## src/rtl/column_encoder.sv

```systemverilog
// Avalon-MM master that serialises one frame of raycaster column records into
// column_decoder: optional vblank poll, a column-reset write, then 5 beats per column.
module column_encoder #(
  parameter int          NCOLS       = 640,
  parameter bit          WAIT_VBLANK = 1'b1,
  parameter logic [3:0]  ADDR_RESET  = 4'd0,
  parameter logic [3:0]  ADDR_COL    = 4'd1,
  parameter logic [3:0]  ADDR_STATUS = 4'd0
) (
  input  logic        clk,
  input  logic        reset,
  input  logic        frame_start,
  input  logic        col_valid,
  output logic        col_ready,
  input  logic [15:0] col_top,
  input  logic [15:0] col_height,
  input  logic        col_wall_dir,
  input  logic [2:0]  col_tex_type,
  input  logic [5:0]  col_tex_col,
  input  logic [31:0] col_sf,
  output logic [3:0]  avm_address,
  output logic        avm_write,
  output logic [15:0] avm_writedata,
  output logic        avm_read,
  input  logic [15:0] avm_readdata,
  input  logic        avm_waitrequest,
  output logic        busy,
  output logic        frame_done,
  output logic [9:0]  col_count,
  output logic        err_overrun,
  output logic [2:0]  dbg_state
);

  // Record handshake: a record transfers on a rising clk edge where col_valid
  // and col_ready are both high; col_ready is high only in WAITC, so a record
  // offered at any other time simply waits.
  typedef enum logic [2:0] {
    IDLE  = 3'd0,
    VSYNC = 3'd1,
    RSTW  = 3'd2,
    WAITC = 3'd3,
    SEND  = 3'd4
  } state_t;

  localparam logic [9:0] LAST_COL = 10'(NCOLS - 1);

  state_t      state_q, state_d;
  logic [2:0]  beat_q, beat_d;
  logic [9:0]  col_count_q, col_count_d;
  logic        err_overrun_q, err_overrun_d;
  logic        frame_done_q, frame_done_d;
  logic [3:0]  addr_q, addr_d;
  logic        write_q, write_d;
  logic        read_q, read_d;
  logic [15:0] wdata_q, wdata_d;
  logic [15:0] top_q, top_d;
  logic [15:0] height_q, height_d;
  logic [31:0] sf_q, sf_d;
  logic        beat_done;
  logic [15:0] next_beat;
  logic        unused_readdata;

  // Only bit 0 (vblank) of the status word carries meaning.
  assign unused_readdata = ^avm_readdata[15:1];

  assign beat_done = (write_q | read_q) & ~avm_waitrequest;

  always_comb begin
    next_beat = sf_q[15:0];
    case (beat_q)
      3'd0:    next_beat = height_q;
      3'd1:    next_beat = top_q;
      3'd2:    next_beat = sf_q[31:16];
      default: next_beat = sf_q[15:0];
    endcase
  end

  always_comb begin
    state_d       = state_q;
    beat_d        = beat_q;
    col_count_d   = col_count_q;
    err_overrun_d = err_overrun_q;
    frame_done_d  = 1'b0;
    addr_d        = addr_q;
    write_d       = write_q;
    read_d        = read_q;
    wdata_d       = wdata_q;
    top_d         = top_q;
    height_d      = height_q;
    sf_d          = sf_q;

    if (frame_start) err_overrun_d = (state_q != IDLE);

    case (state_q)
      IDLE: begin
        if (frame_start) begin
          if (WAIT_VBLANK) begin
            state_d = VSYNC;
            read_d  = 1'b1;
            addr_d  = ADDR_STATUS;
          end else begin
            state_d = RSTW;
            write_d = 1'b1;
            addr_d  = ADDR_RESET;
            wdata_d = 16'd0;
          end
        end
      end
      VSYNC: begin
        // A read that returns vblank=0 is immediately followed by another read.
        if (beat_done && avm_readdata[0]) begin
          state_d = RSTW;
          read_d  = 1'b0;
          write_d = 1'b1;
          addr_d  = ADDR_RESET;
          wdata_d = 16'd0;
        end
      end
      RSTW: begin
        if (beat_done) begin
          write_d     = 1'b0;
          col_count_d = 10'd0;
          state_d     = WAITC;
        end
      end
      WAITC: begin
        if (col_valid) begin
          top_d    = col_top;
          height_d = col_height;
          sf_d     = col_sf;
          beat_d   = 3'd0;
          write_d  = 1'b1;
          addr_d   = ADDR_COL;
          wdata_d  = {6'b0, col_wall_dir, col_tex_type, col_tex_col};
          state_d  = SEND;
        end
      end
      SEND: begin
        if (beat_done) begin
          if (beat_q == 3'd4) begin
            write_d = 1'b0;
            if (col_count_q == LAST_COL) begin
              col_count_d  = 10'd0;
              frame_done_d = 1'b1;
              state_d      = IDLE;
            end else begin
              col_count_d = col_count_q + 10'd1;
              state_d     = WAITC;
            end
          end else begin
            beat_d  = beat_q + 3'd1;
            wdata_d = next_beat;
          end
        end
      end
      default: state_d = IDLE;
    endcase
  end

  always_ff @(posedge clk or posedge reset) begin
    if (reset) begin
      state_q       <= IDLE;
      beat_q        <= 3'd0;
      col_count_q   <= 10'd0;
      err_overrun_q <= 1'b0;
      frame_done_q  <= 1'b0;
      addr_q        <= 4'd0;
      write_q       <= 1'b0;
      read_q        <= 1'b0;
      wdata_q       <= 16'd0;
      top_q         <= 16'd0;
      height_q      <= 16'd0;
      sf_q          <= 32'd0;
    end else begin
      state_q       <= state_d;
      beat_q        <= beat_d;
      col_count_q   <= col_count_d;
      err_overrun_q <= err_overrun_d;
      frame_done_q  <= frame_done_d;
      addr_q        <= addr_d;
      write_q       <= write_d;
      read_q        <= read_d;
      wdata_q       <= wdata_d;
      top_q         <= top_d;
      height_q      <= height_d;
      sf_q          <= sf_d;
    end
  end

  assign col_ready     = (state_q == WAITC);
  assign busy          = (state_q != IDLE);
  assign avm_address   = addr_q;
  assign avm_write     = write_q;
  assign avm_read      = read_q;
  assign avm_writedata = wdata_q;
  assign frame_done    = frame_done_q;
  assign col_count     = col_count_q;
  assign err_overrun   = err_overrun_q;
  assign dbg_state     = state_q;

endmodule

```

## config.mk

```make
export PLATFORM = sky130hd
export DESIGN_NAME = column_encoder
export DESIGN_NICKNAME = d
export VERILOG_FILES = /design/src/rtl/column_encoder.sv
export SDC_FILE = /design/constraint.sdc
export NUM_CORES = 1
export LEC_CHECK = 0
export ABC_AREA = 1
export BUFFER_PORTS_ARGS = -buffer_cell sky130_fd_sc_hd__buf_2
export CORE_AREA = 3 3 92 116
export DETAILED_ROUTE_END_ITERATION = 7
export DIE_AREA = 0 0 95 119
export PLACE_DENSITY = 0.79
export SKIP_CTS_REPAIR_TIMING = 1
export SYNTH_ARGS = -nofsm -noshare
export SYNTH_HDL_FRONTEND = slang
export SYNTH_SLANG_ARGS = --single-unit
```

## constraint.sdc

```tcl
create_clock -name clk -period 4.2 [get_ports clk]
set_clock_uncertainty 0.05 [all_clocks]
set_input_delay 0.42 -clock clk [delete_from_list [all_inputs] [get_ports clk]]
set_output_delay 0.42 -clock clk [all_outputs]
set_load 0.05 [all_outputs]
```

==> results.cfg <==
[run_status]
run_status = finished, final reports clean

[sta]
setup_ws_ns = 1.91
final_period_minus_worst_setup_slack_ns = 2.29
setup-violations-final = 0
finalMaxSlewViolations = 0
final_min_period_over_clock_period_pct = 54.5
max_clock_freq_mhz = 437
slew_at_the_pin_closest_to_its_max_slew_limit_ns = 1.07
final.setup.tns_ns = 0
rsz0062_at_grt = no
timing_hold_violations_final = 0
max_slew_margin_pct = 28.3

[yosys]
synthesis.area_per_instance_sq_um = 9.04
synthesized_instance_count = 566
synth.yosys.warnings = 0
asyncSetResetFlopFracSynth_pct = 100
mappedNetlistArea_sq_um = 5120
synth_seq_cells = 101
synth-edff-count = 0
synth_sequential_area_ratio_pct = 49.4
synthDistinctLibCells = 33
synth_flop_cell = sky130_fd_sc_hd__dfrtp_1

[critical_path]
critPathArrivalTime_ns = 2.46
worst-r2r-cell-count = 5
timing.critical_path.to_type = register
cp-start-kind = register
worst-setup-path-type = register to register
path_max_fanout = 76
cp.required_ns = 4.37

[flow_run]
drv_cap = 0

[layout]
post_route_cells_drive_above_1_share_pct = 30.4
layout-area-overhead-vs-synth_pct = 17.2
final_common_cell = sky130_fd_sc_hd__nand2_1
antenna-diode-count = 0
final_cell_mix = sky130_fd_sc_hd__nand2_1 (207), sky130_fd_sc_hd__buf_2 (115), sky130_fd_sc_hd__dfrtp_1 (101)
post_layout_net_count = 772
num-fill-cells = 806

[pwr]
cellLeakagePower_uw = 0.00328
powerDensity_nw_per_um2 = 781
vdd_drop_max_mv = 0.334
report.power.total_uw = 4690

[detailed_routing]
ant_nets_after_route = 0
detail_route.drc_violations = 0
route.detailed.vias_per_inst = 5.16
routed_wirelength_mm = 11.7
detail_route.iter0.violations = 214
route.vias.total = 4144
drt-wirelength-per-cell_um = 14.6
drt-pass1-iter-count = 5

[global_route]
global_route.usage.total_pct = 21.4
number_of_antenna_violations_at_the_first_check_in_global_routing = 0
grt_pass1_wl_mm = 18.8
vias_in_the_first_global_route = 3938
pin_count_of_the_biggest_net_entering_global_routing = 77
globalRoute.totalOverflow = 0

[placement]
i_o_buffers = 115
dpl_worst_slack_ns = 1.94
dp.final_hpwl_mm = 8.62
routability_driven_placement_congestion_ratio = 0.926

[floorplanning]
initial_core_util_pct = 53.0
rows = 40
floorplan.core_area_sq_um = 9660
die_y_um = 119
floorplan.io_pins = 134
die_x_um = 95
die_area_sq_um = 11300

[clock_tree]
worstSkewPairLatency_ns = 0.34
cts.path.max_buffers = 2
clock_edge_transition_at_the_registers_on_the_reported_setup_and_hold_paths_ns = 0.07
clock-root-buffer = sky130_fd_sc_hd__clkbuf_16
cts_made_buffers = 9
tritoncts = done
cts.htree.levels = 3
clkSinkCount = 101

[worst_hold_path]
timing.hold.worst.class = input port to asynchronous set/reset pin
==> Yosys cell counts (all sizes together), types with 2 or more instances <==
cell,n,share of area (%)
o21ai,14,1.4
nand3,34,3.8
nor2,53,4.3
buf,21,3.6
dfrtp,101,49
mux2,54,13
inv,39,2.9
a21oi,13,2.1
ha,5,1.2
nand2,209,15
clkbuf,2,0.15
nand4,12,1.5
o21bai,3,0.44
==> worst max-delay path, cell delays in order (launching register included) <==
cell and delay (ns):
sky130_fd_sc_hd__dfrtp_1 0.49, sky130_fd_sc_hd__inv_4 0.14, sky130_fd_sc_hd__nand3_4 0.08, sky130_fd_sc_hd__inv_2 0.23, sky130_fd_sc_hd__nand2_4 0.56, sky130_fd_sc_hd__mux2_2 0.53
==> path summary, 6_finish.rpt <==
path | start | to | slack (ns)
setup / recovery | dbg_state[2] | sf_q[28] | 1.91
hold / removal | reset | avm_read | 0.19
setup reg to reg | dbg_state[2] | sf_q[28] | 1.91
hold reg to reg | avm_writedata[11] | avm_writedata[11] | 0.43
max in group asynchronous | reset | sf_q[5] | 2.97
min in group clk | col_top[4] | top_q[4] | 0.26
==> report_power, final <==
part	switching, uW	internal (uW)	leakage, uW	total (uW)
Sequential	262	1390	0.00125	1650
Combinational	1390	759	0.00188	2150
Clock	345	540	0.000154	885
Total	1990	2690	0.00328	4690
==> through the flow <==
stage / hold WS, ns / utilization, % / cell area, sq um / cells
floorplan: 0.430 / - / 5130 / 568
global placement: 0.408 / 58.8 / 5680 / 787
detailed placement: 0.410 / 58.8 / 5680 / 787
CTS: 0.245 / 62.1 / 6000 / 803
global route: 0.244 / 62.1 / 6000 / 803
finish: 0.191 / 62.1 / 6000 / 803
==> cells by family (layout without fill, tap and decap cells) <==
group	after synthesis	after routing	share of synthesized area (%)
compound gates	32	32	4.18
xor+xnor	1	1	0.171
fa+ha+maj	5	5	1.22
buf+inv	62	171	6.70
flops	101	101	49.4
mux	54	54	13.1
other cells	1	3	0.0733
simple gates	310	310	25.2
==> routing by layer <==
| layer | up-vias | share of wire, % | track usage (%) |
|---|---|---|---|
| li1 | 2013 | - | - |
| met1 | 1939 | 42 | 28.0 |
| met2 | 169 | 49 | 34.3 |
| met3 | 23 | 6.9 | 4.11 |
| met4 | 0 | 2.4 | 9.30 |
| met5 | - | 0 | 0 |
==> flip-flops by register name, indices dropped and copies added (netlist names) <==
register	count
top_q	16
frame_done	1
sf_q	32
dbg_state	3
err_overrun	1
avm_read	1
height_q	16
avm_write	1
beat_q	3
col_count	10
avm_address	1
avm_writedata	16
==> area by class of cell <==
type,count,area (sq um),area share [%]
timing repair buffer,116,583,9.72
multi-input combinational,405,2260,37.7
clock inverter,3,68.8,1.15
inverter,39,151,2.52
tap,126,158,2.63
sequential,101,2530,42.1
clock buffer,13,250,4.17
Note: power is estimated with default switching activity, not from simulation.
